### config.mk
export PLATFORM = sky130hd
export DESIGN_NAME = count_seq_ctrl
export DESIGN_NICKNAME = d
export VERILOG_FILES = /design/src/rtl/count_ctrl_pkg.sv /design/src/rtl/updown_counter.sv /design/src/rtl/count_seq_ctrl.sv
export SDC_FILE = /design/constraint.sdc
export NUM_CORES = 1
export LEC_CHECK = 0
export BUFFER_PORTS_ARGS = -buffer_cell sky130_fd_sc_hd__buf_2
export CAP_MARGIN = 20
export CORE_ASPECT_RATIO = 0.5
export CORE_MARGIN = 3
export CORE_UTILIZATION = 40
export DETAILED_ROUTE_END_ITERATION = 12
export SYNTH_ARGS = -nofsm -noshare
export SYNTH_HDL_FRONTEND = slang
export SYNTH_HIERARCHICAL = 1
export SYNTH_SLANG_ARGS = --single-unit
### constraint.sdc
create_clock -name clk -period 2 [get_ports clk]
set_input_delay 0.2 -clock clk [delete_from_list [all_inputs] [get_ports clk]]
set_output_delay 0.2 -clock clk [all_outputs]
set_load 0.005 [all_outputs]
### src/rtl/count_ctrl_pkg.sv
// Shared types for the counting-sequence controller: FSM state encoding and default width.
package count_ctrl_pkg;

  localparam int DEF_WIDTH = 4;

  typedef enum logic [1:0] {
    ST_IDLE = 2'd0,
    ST_LOAD = 2'd1,
    ST_RUN  = 2'd2,
    ST_DONE = 2'd3
  } state_t;

endpackage

### src/rtl/updown_counter.sv
// Loadable up/down modulo-2^WIDTH counter; wrap pulses for the cycle after a step crosses the boundary.
module updown_counter
  import count_ctrl_pkg::*;
#(
  parameter int WIDTH = DEF_WIDTH
) (
  input  logic             clk,
  input  logic             reset,
  input  logic             i_load,
  input  logic             i_en,
  input  logic             i_dir,
  input  logic [WIDTH-1:0] i_d,
  output logic [WIDTH-1:0] o_q,
  output logic             o_wrap
);

  localparam logic [WIDTH-1:0] ONE = {{(WIDTH-1){1'b0}}, 1'b1};

  logic [WIDTH-1:0] r_q;
  logic             r_wrap;

  always_ff @(posedge clk) begin
    if (reset) begin
      r_q    <= '0;
      r_wrap <= 1'b0;
    end else begin
      r_wrap <= 1'b0;
      if (i_load) begin
        r_q <= i_d;
      end else if (i_en) begin
        r_q    <= i_dir ? r_q + ONE : r_q - ONE;
        // wrap flags the step leaving all-ones (up) or all-zeros (down)
        r_wrap <= i_dir ? (&r_q) : ~(|r_q);
      end
    end
  end

  assign o_q    = r_q;
  assign o_wrap = r_wrap;

endmodule

### src/rtl/count_seq_ctrl.sv
// Command-driven counting sequencer: accepts one command, loads, steps N times, pulses done.
module count_seq_ctrl
  import count_ctrl_pkg::*;
#(
  parameter int WIDTH = DEF_WIDTH
) (
  input  logic             clk,
  input  logic             reset,
  input  logic             cmd_valid,
  output logic             cmd_ready,
  input  logic             cmd_dir,
  input  logic [WIDTH-1:0] cmd_start,
  input  logic [WIDTH:0]   cmd_steps,
  input  logic             abort,
  output logic [WIDTH-1:0] q,
  output logic             busy,
  output logic             done,
  output logic             aborted,
  output logic             wrap
);

  localparam logic [WIDTH:0] REM_ONE = {{WIDTH{1'b0}}, 1'b1};

  state_t           r_state;
  logic             r_dir;
  logic [WIDTH-1:0] r_start;
  logic [WIDTH:0]   r_steps;
  logic [WIDTH:0]   r_remain;
  logic             r_aborted;

  logic w_hs;
  logic w_load;
  logic w_step;

  assign cmd_ready = (r_state == ST_IDLE);
  assign w_hs      = cmd_valid & cmd_ready;
  // abort suppresses the load/step on the same edge
  assign w_load    = (r_state == ST_LOAD) & ~abort;
  assign w_step    = (r_state == ST_RUN) & ~abort;

  always_ff @(posedge clk) begin
    if (reset) begin
      r_state   <= ST_IDLE;
      r_dir     <= 1'b0;
      r_start   <= '0;
      r_steps   <= '0;
      r_remain  <= '0;
      r_aborted <= 1'b0;
    end else begin
      case (r_state)
        ST_IDLE: begin
          if (w_hs) begin
            r_dir     <= cmd_dir;
            r_start   <= cmd_start;
            r_steps   <= cmd_steps;
            r_aborted <= 1'b0;
            r_state   <= ST_LOAD;
          end
        end
        ST_LOAD: begin
          if (abort) begin
            r_aborted <= 1'b1;
            r_state   <= ST_DONE;
          end else begin
            r_remain <= r_steps;
            r_state  <= (r_steps == '0) ? ST_DONE : ST_RUN;
          end
        end
        ST_RUN: begin
          if (abort) begin
            r_aborted <= 1'b1;
            r_state   <= ST_DONE;
          end else begin
            r_remain <= r_remain - REM_ONE;
            if (r_remain == REM_ONE) r_state <= ST_DONE;
          end
        end
        ST_DONE: r_state <= ST_IDLE;
        default: r_state <= ST_IDLE;
      endcase
    end
  end

  updown_counter #(.WIDTH(WIDTH)) u_cnt (
    .clk   (clk),
    .reset (reset),
    .i_load(w_load),
    .i_en  (w_step),
    .i_dir (r_dir),
    .i_d   (r_start),
    .o_q   (q),
    .o_wrap(wrap)
  );

  assign busy    = (r_state != ST_IDLE);
  assign done    = (r_state == ST_DONE);
  assign aborted = done & r_aborted;

endmodule

==> metrics.csv, run 1 <==
stage;metric;value;unit
cts;h-tree-depth;1;
route;drt-wirelength-per-cell;13.2;µm
sta;fin_crit_sh;0.904;
synthesis;yosys.area.top_type;dfxtp_1;
grt;met2_usage;0.237;
synthesis;synthDominantCellAreaShare;0.351;
final_layout;area_delta_synth_final;12.4;%
synthesis;synth_area;0.00131;mm²
route;drt_iter0_markers;36;
cts;root_buffer;clkbuf_8;
final_layout;num_antenna_cells;0;
grt;busiest_layer;met2;
floorplan;die_y;46.5;µm
grt;antenna_found_initial;0;
placement;portBuffers;22;
grt;grt_start_max_net_pins;22;
floorplan;core;0.00285;mm²
power_and_ir_drop;powerDensity;1280;mW/mm²
sta;grt_setup_unrepaired;false;
synthesis;ys_ff_latch;23;
floorplan;die-area;0.00405;mm²
route;wirelength;2740;µm
final_layout;fin_cells;207;
hold_path;holdCritPathClass;in -> reg;
final_layout;multi_input_area;771;µm²
synthesis;synth.area.top_cells;dfxtp_1 35%, ha_1 8.6%, a21oi_1 7.6%, nand2_1 7.4%, mux2i_1 4.6%;
cts;clk_pin_slew;80;ps
sta;worst_pin_slew;491;ps
placement;placed_cell_area;0.00143;mm²
worst_setup_path;critPathMaxFanout;10;
sta;tns;0;ps
sta;relSlewSlack;0.671;
cts;cts_tree;built;
synthesis;synth_cells;149;
grt;groute.usage.overall;0.155;
placement;place_inst;203;
cts;cts_sinks;23;
power_and_ir_drop;leakage;0.638;nW
route;ant_nets;0;
cts;clockBufferDepth;2;
floorplan;pin_count;23;
worst_setup_path;endpoint_kind;flip-flop;
route;drc;0;
synthesis;yosysSeqAreaShare;0.351;
placement;gp_congestion;0.801;
floorplan;die_w;87.0;µm
worst_setup_path;crit_slowest_cell;or3b_1;
final_layout;drive_above_1_share;0.229;
final_layout;final_common_cell;nand2_1;
sta;max_freq;553;MHz
grt;grt.overflow.total;0;
power_and_ir_drop;peakVddDrop;0.000591;V
final_layout;fill_cells;266;
final_layout;final_area;0.00148;mm²
synthesis;synth_area_per_cell;8.81;µm²
grt;grt_util_met3;0.0482;
route;avgViaCountPerCell;5.18;
worst_setup_path;worstPathArrival;2000;ps
sta;maxSlewViolCount;0;
synthesis;syn-num-nets;173;
final_layout;fin_nets;195;
sta;skew;2.40;ps
worst_setup_path;crit_type;reg -> reg;
worst_setup_path;cp.required;2190;ps
synthesis;ys_warn_count;6;
final_layout;register_area;460;µm²
run;drv_cap;0;
worst_setup_path;cpPeakStageDelay;430;ps
grt;met1_usage;0.200;
worst_setup_path;crit_family;simple AND/OR/NAND/NOR gates;
worst_setup_path;start_kind;flip-flop;
run_status;outcome;complete, no violations;
worst_setup_path;crit_chain;inv_1 > ha_1 > nor2b_2 > or3b_1 > o32ai_2;
grt;grt_pass1_wl;4590;µm
sta;hold_viol_final;0;
cts;post-cts-setup-buffers;0;
worst_setup_path;crit_buf_inv;1;
cts;cts_hold_repair.buffers;0;
grt;grt_pass1_vias;994;
floorplan;core.rowCount;13;
cts;cts_made_buffers;3;
cts;insertion_delay;270;ps
floorplan;start_util;0.461;
cts;post_cts_resized;0;
route;dr.pass1.iters;4;
sta;setup_viol;0;
placement;dp_hpwl;2020;µm
route;vias;1072;
synthesis;synth_cell_type_count;43;
sta;min_period;1810;ps
final_layout;layout_common_cells;26 x nand2_1, 23 x dfxtp_1, 22 x buf_2;
## Yosys cell counts, drive strengths merged
master and count:
a2111o 1, a2111oi 1, a211o 1, a21boi 1, a21oi 21, a221oi 2, a22oi 1, and2 2
and2b 1, and3 2, buf 2, clkbuf 4, dfxtp 23, fa 1, ha 9, inv 9
mux2 1, mux2i 6, nand2 26, nand2b 2, nand3 2, nand3b 1, nor2 5, nor2b 1
nor3 3, nor3b 4, nor4 1, nor4b 1, o21ai 2, o21ba 1, o221a 1, o311a 2
o32ai 1, or2b 1, or3b 1, or4b 3, xnor2 1, xor2 2
## cell type report
type | count | area share
Inverter | 9 | 0.0229
Timing Repair Buffer | 23 | 0.0797
Clock inverter | 1 | 0.00339
Sequential cell | 23 | 0.312
Tap cell | 37 | 0.0314
Clock buffer | 3 | 0.0280
Multi-Input combinational cell | 111 | 0.522
## sequential cells by signal, indices dropped and copies added (netlist names)
name / count
r_aborted: 1
u_cnt/o_wrap: 1
r_start: 4
r_dir: 1
u_cnt/o_q: 4
r_steps: 5
r_remain: 5
r_state: 2
## path summary, 6_finish.rpt
path | startpoint | to | slack (ps) | depth (start not counted)
max reg2reg | r_state[1]$_SDFFE_PP0P_ | u_cnt/o_q[3]$_SDFFE_PP0P_ | 190 | 5
min reg2reg | r_start[3]$_SDFFE_PP0P_ | r_start[3]$_SDFFE_PP0P_ | 460 | 2
max | r_state[1]$_SDFFE_PP0P_ | u_cnt/o_q[3]$_SDFFE_PP0P_ | 190 | 5
min | cmd_start[2] | r_start[2]$_SDFFE_PP0P_ | 150 | 3
## worst register-to-register path, stage by stage (launching register included)
cell and delay (ps):
dfxtp_1 410, inv_1 110, ha_1 260, nor2b_2 260, or3b_1 430, o32ai_2 250
## per-layer routing
metal / share of wire / wire, µm
met1: 0.52 / 1440
met2: 0.42 / 1150
met3: 0.039 / 108
met4: 0.017 / 46
met5: 0 / 0
## metrics by stage
stage          worst slack [ps]   util  power, mW  hold slack, ps
2_1_floorplan               278      -       1.39             269
3_3_place_gp                275  0.502       1.59             440
3_5_place_dp                216  0.502       1.60             447
4_1_cts                     198  0.518       1.90             148
5_1_grt                    52.2  0.518       2.05             162
6_report                    192  0.518       1.89             155
## logic make-up after synthesis
logic type / after synthesis / synth area share
buffers and inverters: 15 / 0.0620
adders and majority gates: 10 / 0.101
xor gates and xnor gates: 3 / 0.0200
and+or+nand+nor: 56 / 0.229
AOI/OAI and AO/OA: 35 / 0.183
DFF: 23 / 0.351
muxes: 7 / 0.0543
## where the power goes
part / internal (mW) / switching [mW]
registers: 0.572 / 0.126
clock network: 0.140 / 0.160
logic: 0.425 / 0.466
total: 1.14 / 0.751
No activity file was read; power rests on OpenSTA's default activity.
==> run 2: changes to the inputs <==
==> constraint.sdc (replaced) <==
create_clock -name clk -period 2.2 [get_ports clk]
set_input_delay 0.22 -clock clk [delete_from_list [all_inputs] [get_ports clk]]
set_output_delay 0.22 -clock clk [all_outputs]
set_load 0.005 [all_outputs]
==> run 2 against run 1 <==
  * Clock skew hardly changed
  * Global-route usage increased by 0.42 points
  * Sequential power shrank 8.8%
  * Final cell count unchanged
  * Worst hold slack improved by 20 ps
  * Critical path depth unchanged
  * Non-clock buffer count is the same
  * Via count grew 0.47%
  * Sequential share of layout area stayed put
  * Critical path type unchanged
  * Largest cell class unchanged
==> metrics.csv, run 2 (synthesis results as in run 1) <==
stage;metric;value;unit;change
sta;relSlewSlack;0.685;;+0.0138
worst_setup_path;r2r_cells;5;;unchanged
final_layout;area_delta_synth_final;12.4;%;unchanged
hold_path;hold_start;cmd_start[3];;
grt;grt_start_max_net_pins;22;;unchanged
run;drv_cap;0;;unchanged
power_and_ir_drop;seqPwrFrac;0.369;;about the same
sta;maxSlewViolCount;0;;unchanged
cts;post_cts_resized;0;;unchanged
power_and_ir_drop;pwr-share-clk;0.158;;about the same
floorplan;core.rowCount;13;;unchanged
final_layout;final_common_cell;nand2_1;;
final_layout;fill_cells;279;;+4.9%
sta;worst_pin_slew;470;ps;-20.6 ps
grt;grt_pass1_wl;4790;µm;+4.4%
route;vias;1077;;+0.47%
worst_setup_path;crit_family;simple AND/OR/NAND/NOR gates;;
floorplan;pin_count;23;;unchanged
sta;skew;2.86;ps;+0.462 ps
route;drc;0;;unchanged
final_layout;final_area;0.00148;mm²;unchanged
power_and_ir_drop;powerDensity;1170;mW/mm²;-8.7%
final_layout;layout_common_cells;26 x nand2_1, 23 x dfxtp_1, 22 x buf_2;;
worst_setup_path;cpPeakStageDelay;430;ps;about the same
cts;cts_sinks;23;;unchanged
worst_setup_path;endpoint_kind;flip-flop;;
worst_setup_path;start_kind;flip-flop;;
sta;hold_viol_final;0;;unchanged
placement;placed_cell_area;0.00143;mm²;unchanged
cts;cts_hold_repair.buffers;0;;unchanged
cts;h-tree-depth;1;;unchanged
power_and_ir_drop;leakage;0.638;nW;unchanged
worst_setup_path;cp.required;2390;ps;+200 ps
final_layout;drive_above_1_share;0.229;;unchanged
placement;portBuffers;22;;unchanged
worst_setup_path;reg2reg_from;r_state[1]$_SDFFE_PP0P_;;
sta;tns;0;ps;unchanged
floorplan;die_w;87.0;µm;unchanged
power_and_ir_drop;switchingPower;691;µW;-8.0%
sta;grt_setup_unrepaired;false;;
sta;timing.hold.ws;175;ps;+20.0 ps
floorplan;die-area;0.00405;mm²;unchanged
sta;min_period;1820;ps;+12.6 ps
route;avgViaCountPerCell;5.20;;+0.47%
placement;dpl_worst_slack;411;ps;+195 ps
hold_path;hold_depth;3;;unchanged
cts;cts_tree;built;;
grt;antenna_found_initial;0;;unchanged
worst_setup_path;crit_buf_inv;1;;unchanged
hold_path;whs_endpoint;r_start[3]$_SDFFE_PP0P_;;
worst_setup_path;crit_chain;inv_1 > ha_1 > nor2b_2 > or3b_1 > o32ai_2;;
floorplan;die_y;46.5;µm;unchanged
route;ant_nets;0;;unchanged
route;dr.pass1.iters;4;;unchanged
floorplan;core;0.00285;mm²;unchanged
final_layout;num_antenna_cells;0;;unchanged
sta;fin_crit_sh;0.828;;-0.0765
power_and_ir_drop;peakVddDrop;0.000529;V;-11%
cts;clockBufferDepth;2;;unchanged
run_status;outcome;complete, no violations;;
worst_setup_path;worstPathArrival;2010;ps;about the same
hold_path;holdCritPathClass;in -> reg;;
cts;insertion_delay;270;ps;about the same
grt;groute.usage.overall;0.159;;+0.00423
power_and_ir_drop;pwr-share-comb;0.473;;about the same
final_layout;fin_cells;207;;unchanged
sta;setup_viol;0;;unchanged
sta;max_freq;549;MHz;-0.69%
cts;cts_made_buffers;3;;unchanged
grt;grt.overflow.total;0;;unchanged
worst_setup_path;crit_slowest_cell;or3b_1;;
placement;place_inst;203;;unchanged
placement;dp_hpwl;2070;µm;+2.2%
final_layout;largestRegisters;r_remain: 5 flops, r_steps: 5 flops;;
route;wirelength;2800;µm;+2.2%
cts;root_buffer;clkbuf_8;;
sta;worst_slack;379;ps;+187 ps
floorplan;start_util;0.461;;unchanged
worst_setup_path;r2r_slack;380;ps;+190 ps
worst_setup_path;critPathMaxFanout;10;;unchanged
power_and_ir_drop;swShare;0.401;;+0.00295
worst_setup_path;rr_endpoint;u_cnt/o_q[3]$_SDFFE_PP0P_;;
placement;gp_congestion;0.801;;unchanged
worst_setup_path;crit_type;reg -> reg;;
cts;clk_pin_slew;80;ps;about the same
power_and_ir_drop;p_int;1.03;mW;-9.1%
route;drt_iter0_markers;45;;+25%
final_layout;fin_nets;195;;unchanged
cts;post-cts-setup-buffers;0;;unchanged
grt;grt_pass1_vias;1019;;+2.5%
route;drt-wirelength-per-cell;13.5;µm;+2.2%
run 2: cell counts in the layout (fill, tap and decap cells not counted):
Identical to the previous run, type by type.
run 2: power by group through the flow:
stage / registers, mW / logic, mW / clock network (mW)
after floorplan: 0.615 / 0.647 / 0
after global placement: 0.641 / 0.801 / 0
after detailed placement: 0.642 / 0.812 / 0
after CTS: 0.632 / 0.818 / 0.280
after global routing: 0.652 / 0.934 / 0.296
final: 0.636 / 0.815 / 0.272
run 2: cell type report:
cell class,instances,area (µm²),area share
clock buffer,3,41.3,0.0280
clock inverter,1,5.00,0.00339
inverter,9,33.8,0.0229
multi-input combinational,111,771,0.522
sequential,23,460,0.312
tap,37,46.3,0.0314
timing repair buffer,23,118,0.0797
run 2: routing by layer:
| metal | GRT usage | vias up | part of all wire |
|---|---|---|---|
| li1 | - | 561 | - |
| met1 | 0.207 | 490 | 0.51 |
| met2 | 0.252 | 21 | 0.43 |
| met3 | 0.0482 | 5 | 0.054 |
| met4 | 0.0559 | 0 | 0.014 |
| met5 | 0 | - | 0 |
run 2: metrics by stage:
step	total power [mW]	util
detailed placement	1.45	0.502
global placement	1.44	0.502
floorplan	1.26	-
global route	1.88	0.518
finish	1.72	0.518
CTS	1.73	0.518
run 2: worst max path at each step:
stage | from | endpoint | slack, ps | depth (start not counted)
3_3_place_gp | r_state[1]$_SDFFE_PP0P_ | u_cnt/o_q[3]$_SDFFE_PP0P_ | 470 | 5
6_report | r_state[1]$_SDFFE_PP0P_ | u_cnt/o_q[3]$_SDFFE_PP0P_ | 380 | 5
5_1_grt | r_state[0]$_SDFFE_PP0P_ | r_remain[3]$_SDFFE_PP0P_ | 270 | 4
2_1_floorplan | r_state[1]$_SDFFE_PP0P_ | u_cnt/o_q[3]$_SDFFE_PP0P_ | 480 | 6
3_5_place_dp | r_state[1]$_SDFFE_PP0P_ | u_cnt/o_q[3]$_SDFFE_PP0P_ | 410 | 5
4_1_cts | r_state[1]$_SDFFE_PP0P_ | u_cnt/o_q[3]$_SDFFE_PP0P_ | 400 | 5
run 2: worst min-delay path: stages:
cell and delay (ps):
buf_2 90, nand2_1 40, a21oi_1 50
==> run 3: changes to the inputs <==
--- a/config.mk
+++ b/config.mk
@@ -5,6 +5,7 @@
 export SDC_FILE = /design/constraint.sdc
 export NUM_CORES = 1
 export LEC_CHECK = 0
+export ABC_AREA = 1
 export BUFFER_PORTS_ARGS = -buffer_cell sky130_fd_sc_hd__buf_2
 export CAP_MARGIN = 20
 export CORE_ASPECT_RATIO = 0.5
==> constraint.sdc (replaced) <==
create_clock -name clk -period 1.55 [get_ports clk]
set_input_delay 0.155 -clock clk [delete_from_list [all_inputs] [get_ports clk]]
set_output_delay 0.155 -clock clk [all_outputs]
set_load 0.005 [all_outputs]
==> run 3 against run 2 <==
  * Fmax is 28% higher
  * Synthesized cell count is 24% higher
  * Cell area is 5.0% higher
  * Worst hold slack worse by 62 ps
  * Final cell count is 22% higher
  * Non-clock buffer count is 3 higher
  * Sequential cell count stayed put
  * Die area hardly changed
  * Via count is 14% higher
  * Register-to-register slack worse by 250 ps
  * Critical endpoint is now u_cnt/o_wrap$_SDFF_PP0_
==> metrics.csv, run 3 <==
stage;metric;value;unit;change
run_status;outcome;complete, no violations;;
worst_setup_path;endpoint_kind;flip-flop;;
synthesis;yosysSeqAreaShare;0.350;;about the same
floorplan;die_w;87.1;µm;about the same
sta;hold_viol_final;0;;unchanged
route;dr.pass1.iters;4;;unchanged
hold_path;holdCritPathClass;in -> reg;;
placement;dpl_worst_slack;44.3;ps;-367 ps
sta;timing.hold.ws;112;ps;-62.3 ps
worst_setup_path;worstPathArrival;1630;ps;-380 ps
power_and_ir_drop;pwr-share-comb;0.493;;+0.020
final_layout;multi_input_area;749;µm²;-2.8%
route;vias;1229;;+14%
final_layout;utilization;0.505;;-0.0129
grt;grt_start_max_net_pins;17;;-23%
cts;clk_pin_slew;90;ps;about the same
floorplan;die-area;0.00405;mm²;about the same
synthesis;synth_cells;185;;+24%
power_and_ir_drop;peakVddDrop;0.000739;V;+40%
synthesis;syn-num-nets;209;;+21%
cts;cts_made_buffers;3;;unchanged
route;drt_iter0_markers;32;;-29%
worst_setup_path;critPathMaxFanout;6;;-4
placement;placed_cell_area;0.00149;mm²;+4.6%
final_layout;fin_nets;238;;+22%
grt;grt_pass1_vias;1060;;+4.0%
final_layout;drive_above_1_share;0.239;;+0.0100
floorplan;pin_count;23;;unchanged
cts;cts_tree;built;;
synthesis;synth.area.top_cells;dfxtp_1 35%, nand2_1 10%, ha_1 8.6%, nor2_1 8.6%, inv_1 5.7%;;
sta;worst_pin_slew;277;ps;-193 ps
final_layout;largestRegisters;r_remain: 5 flops, r_steps: 5 flops;;
placement;place_inst;249;;+23%
floorplan;core;0.00307;mm²;+7.7%
final_layout;register_area;462;µm²;+0.27%
route;drt-wirelength-per-cell;10.6;µm;-22%
synthesis;synth_area;0.00131;mm²;about the same
worst_setup_path;crit_type;reg -> reg;;
sta;skew;8.06;ps;+5.20 ps
sta;maxSlewViolCount;0;;unchanged
power_and_ir_drop;seqPwrFrac;0.355;;-0.014
final_layout;final_area;0.00155;mm²;+5.0%
final_layout;final_common_cell;nand2_1;;
floorplan;core.rowCount;14;;+1
synthesis;synthDominantCellAreaShare;0.350;;about the same
synthesis;ys.flop_type;dfxtp_1;;
synthesis;synth_area_per_cell;7.10;µm²;-19%
synthesis;yosys.area.top_type;dfxtp_1;;
route;drc;0;;unchanged
cts;clockBufferDepth;2;;unchanged
cts;h-tree-depth;1;;unchanged
synthesis;ys_warn_count;6;;unchanged
floorplan;die_y;46.5;µm;about the same
sta;fin_crit_sh;0.919;;+0.0913
cts;cts_sinks;23;;unchanged
final_layout;num_antenna_cells;0;;unchanged
final_layout;layout_common_cells;35 x nand2_1, 30 x nor2_1, 22 x buf_2, 22 x dfxtp_1, 20 x inv_1;;
power_and_ir_drop;pwr-share-clk;0.152;;-0.006
placement;dp_hpwl;2170;µm;+5.0%
grt;antenna_found_initial;0;;unchanged
placement;gp_congestion;0.861;;+7.5%
sta;setup_viol;0;;unchanged
final_layout;area_delta_synth_final;17.9;%;
synthesis;synth_commonest_cells;35 x nand2_1, 30 x nor2_1, 23 x dfxtp_1;;
floorplan;start_util;0.429;;-0.0325
route;wirelength;2690;µm;-4.1%
grt;groute.usage.overall;0.148;;-0.0105
synthesis;synth_cell_type_count;26;;-40%
sta;min_period;1420;ps;-397 ps
power_and_ir_drop;switchingPower;1.09;mW;+58%
synthesis;synth_edf_count;0;;unchanged
worst_setup_path;start_kind;flip-flop;;
cts;root_buffer;clkbuf_8;;
cts;insertion_delay;270;ps;about the same
grt;grt_pass1_wl;4610;µm;-3.7%
grt;grt.overflow.total;0;;unchanged
run;drv_cap;0;;unchanged
sta;grt_setup_unrepaired;false;;
power_and_ir_drop;leakage;0.745;nW;+17%
final_layout;fill_cells;311;;+11%
sta;max_freq;702;MHz;+28%
power_and_ir_drop;powerDensity;1640;mW/mm²;+40%
synthesis;postSynth.asyncResetShare;0;;unchanged
final_layout;fin_cells;253;;+22%
power_and_ir_drop;power.total;2.54;mW;+47%
sta;relSlewSlack;0.815;;+0.130
placement;portBuffers;22;;unchanged
sta;worst_slack;126;ps;-253 ps
power_and_ir_drop;swShare;0.429;;+0.0284
route;avgViaCountPerCell;4.86;;-6.6%
power_and_ir_drop;p_int;1.45;mW;+40%
synthesis;synth_most_common_cell;nand2_1;;
sta;tns;0;ps;unchanged
route;ant_nets;0;;unchanged
worst_setup_path;cp.required;1760;ps;-630 ps
synthesis;ys_ff_latch;23;;unchanged
run 3: cell types whose count changed after synthesis, sizes merged, moves of 3 or more:
cell,before,now
nor3,3,0
nor2,5,34
nand2,26,36
or4b,3,0
mux2i,6,0
nand3,2,10
nor3b,4,0
o21ai,2,22
clkbuf,4,0
inv,9,27
a21oi,21,14
run 3: worst paths after layout:
check	from	end	slack, ps	cells after the start
worst max-delay path	r_state[0]$_SDFFE_PP0P_	u_cnt/o_wrap$_SDFF_PP0_	130	7
worst min-delay path	cmd_steps[2]	r_steps[2]$_SDFFE_PP0P_	110	3
worst max register to register	r_state[0]$_SDFFE_PP0P_	u_cnt/o_wrap$_SDFF_PP0_	130	7
worst min register to register	r_steps[3]$_SDFFE_PP0P_	r_steps[3]$_SDFFE_PP0P_	490	2
run 3: routing by layer:
layer,GRT usage,share of wire,up-vias
li1,-,-,654
met1,0.192,0.51,549
met2,0.246,0.44,23
met3,0.0339,0.044,3
met4,0.0528,0.0074,0
met5,0,0,-
run 3: repair_timing:
item	4_1_cts	5_1_grt
gates resized for setup	0	3
hold buffers	0	0
setup buffers	0	0
setup endpoints to repair	0	8
run 3: power by group through the flow:
| stage | combinational, mW | clock [mW] | sequential, mW |
|---|---|---|---|
| floorplan | 0.933 | 0 | 0.889 |
| global placement | 1.23 | 0 | 0.913 |
| detailed placement | 1.24 | 0 | 0.914 |
| CTS | 1.26 | 0.405 | 0.901 |
| global route | 1.44 | 0.423 | 0.931 |
| finish | 1.25 | 0.385 | 0.903 |
run 3: kinds of logic (layout without fill, tap and decap cells):
family,Yosys count,in the layout,share of synthesized area
and+or+nand+nor,82,82,0.271
xor gates and xnor gates,1,1,0.00667
DFF,23,23,0.350
buffers and inverters,29,57,0.0848
AOI/OAI and AO/OA,40,40,0.186
adders and majority gates,10,10,0.101
run 3: final cells by class:
| type | instances | share of cell area |
|---|---|---|
| clock buffer | 3 | 0.0267 |
| clock inverter | 1 | 0.00323 |
| inverter | 27 | 0.0654 |
| multi-input combinational | 133 | 0.484 |
| sequential | 23 | 0.298 |
| tap | 40 | 0.0323 |
| timing repair buffer | 26 | 0.0905 |
run 3: worst max-delay path, stage by stage (launching register included):
cell and delay (ps):
dfxtp_2 350, inv_1 110, ha_2 220, inv_2 80, nor2_8 170, nand2_2 110, nor2_1 160, a21boi_2 170
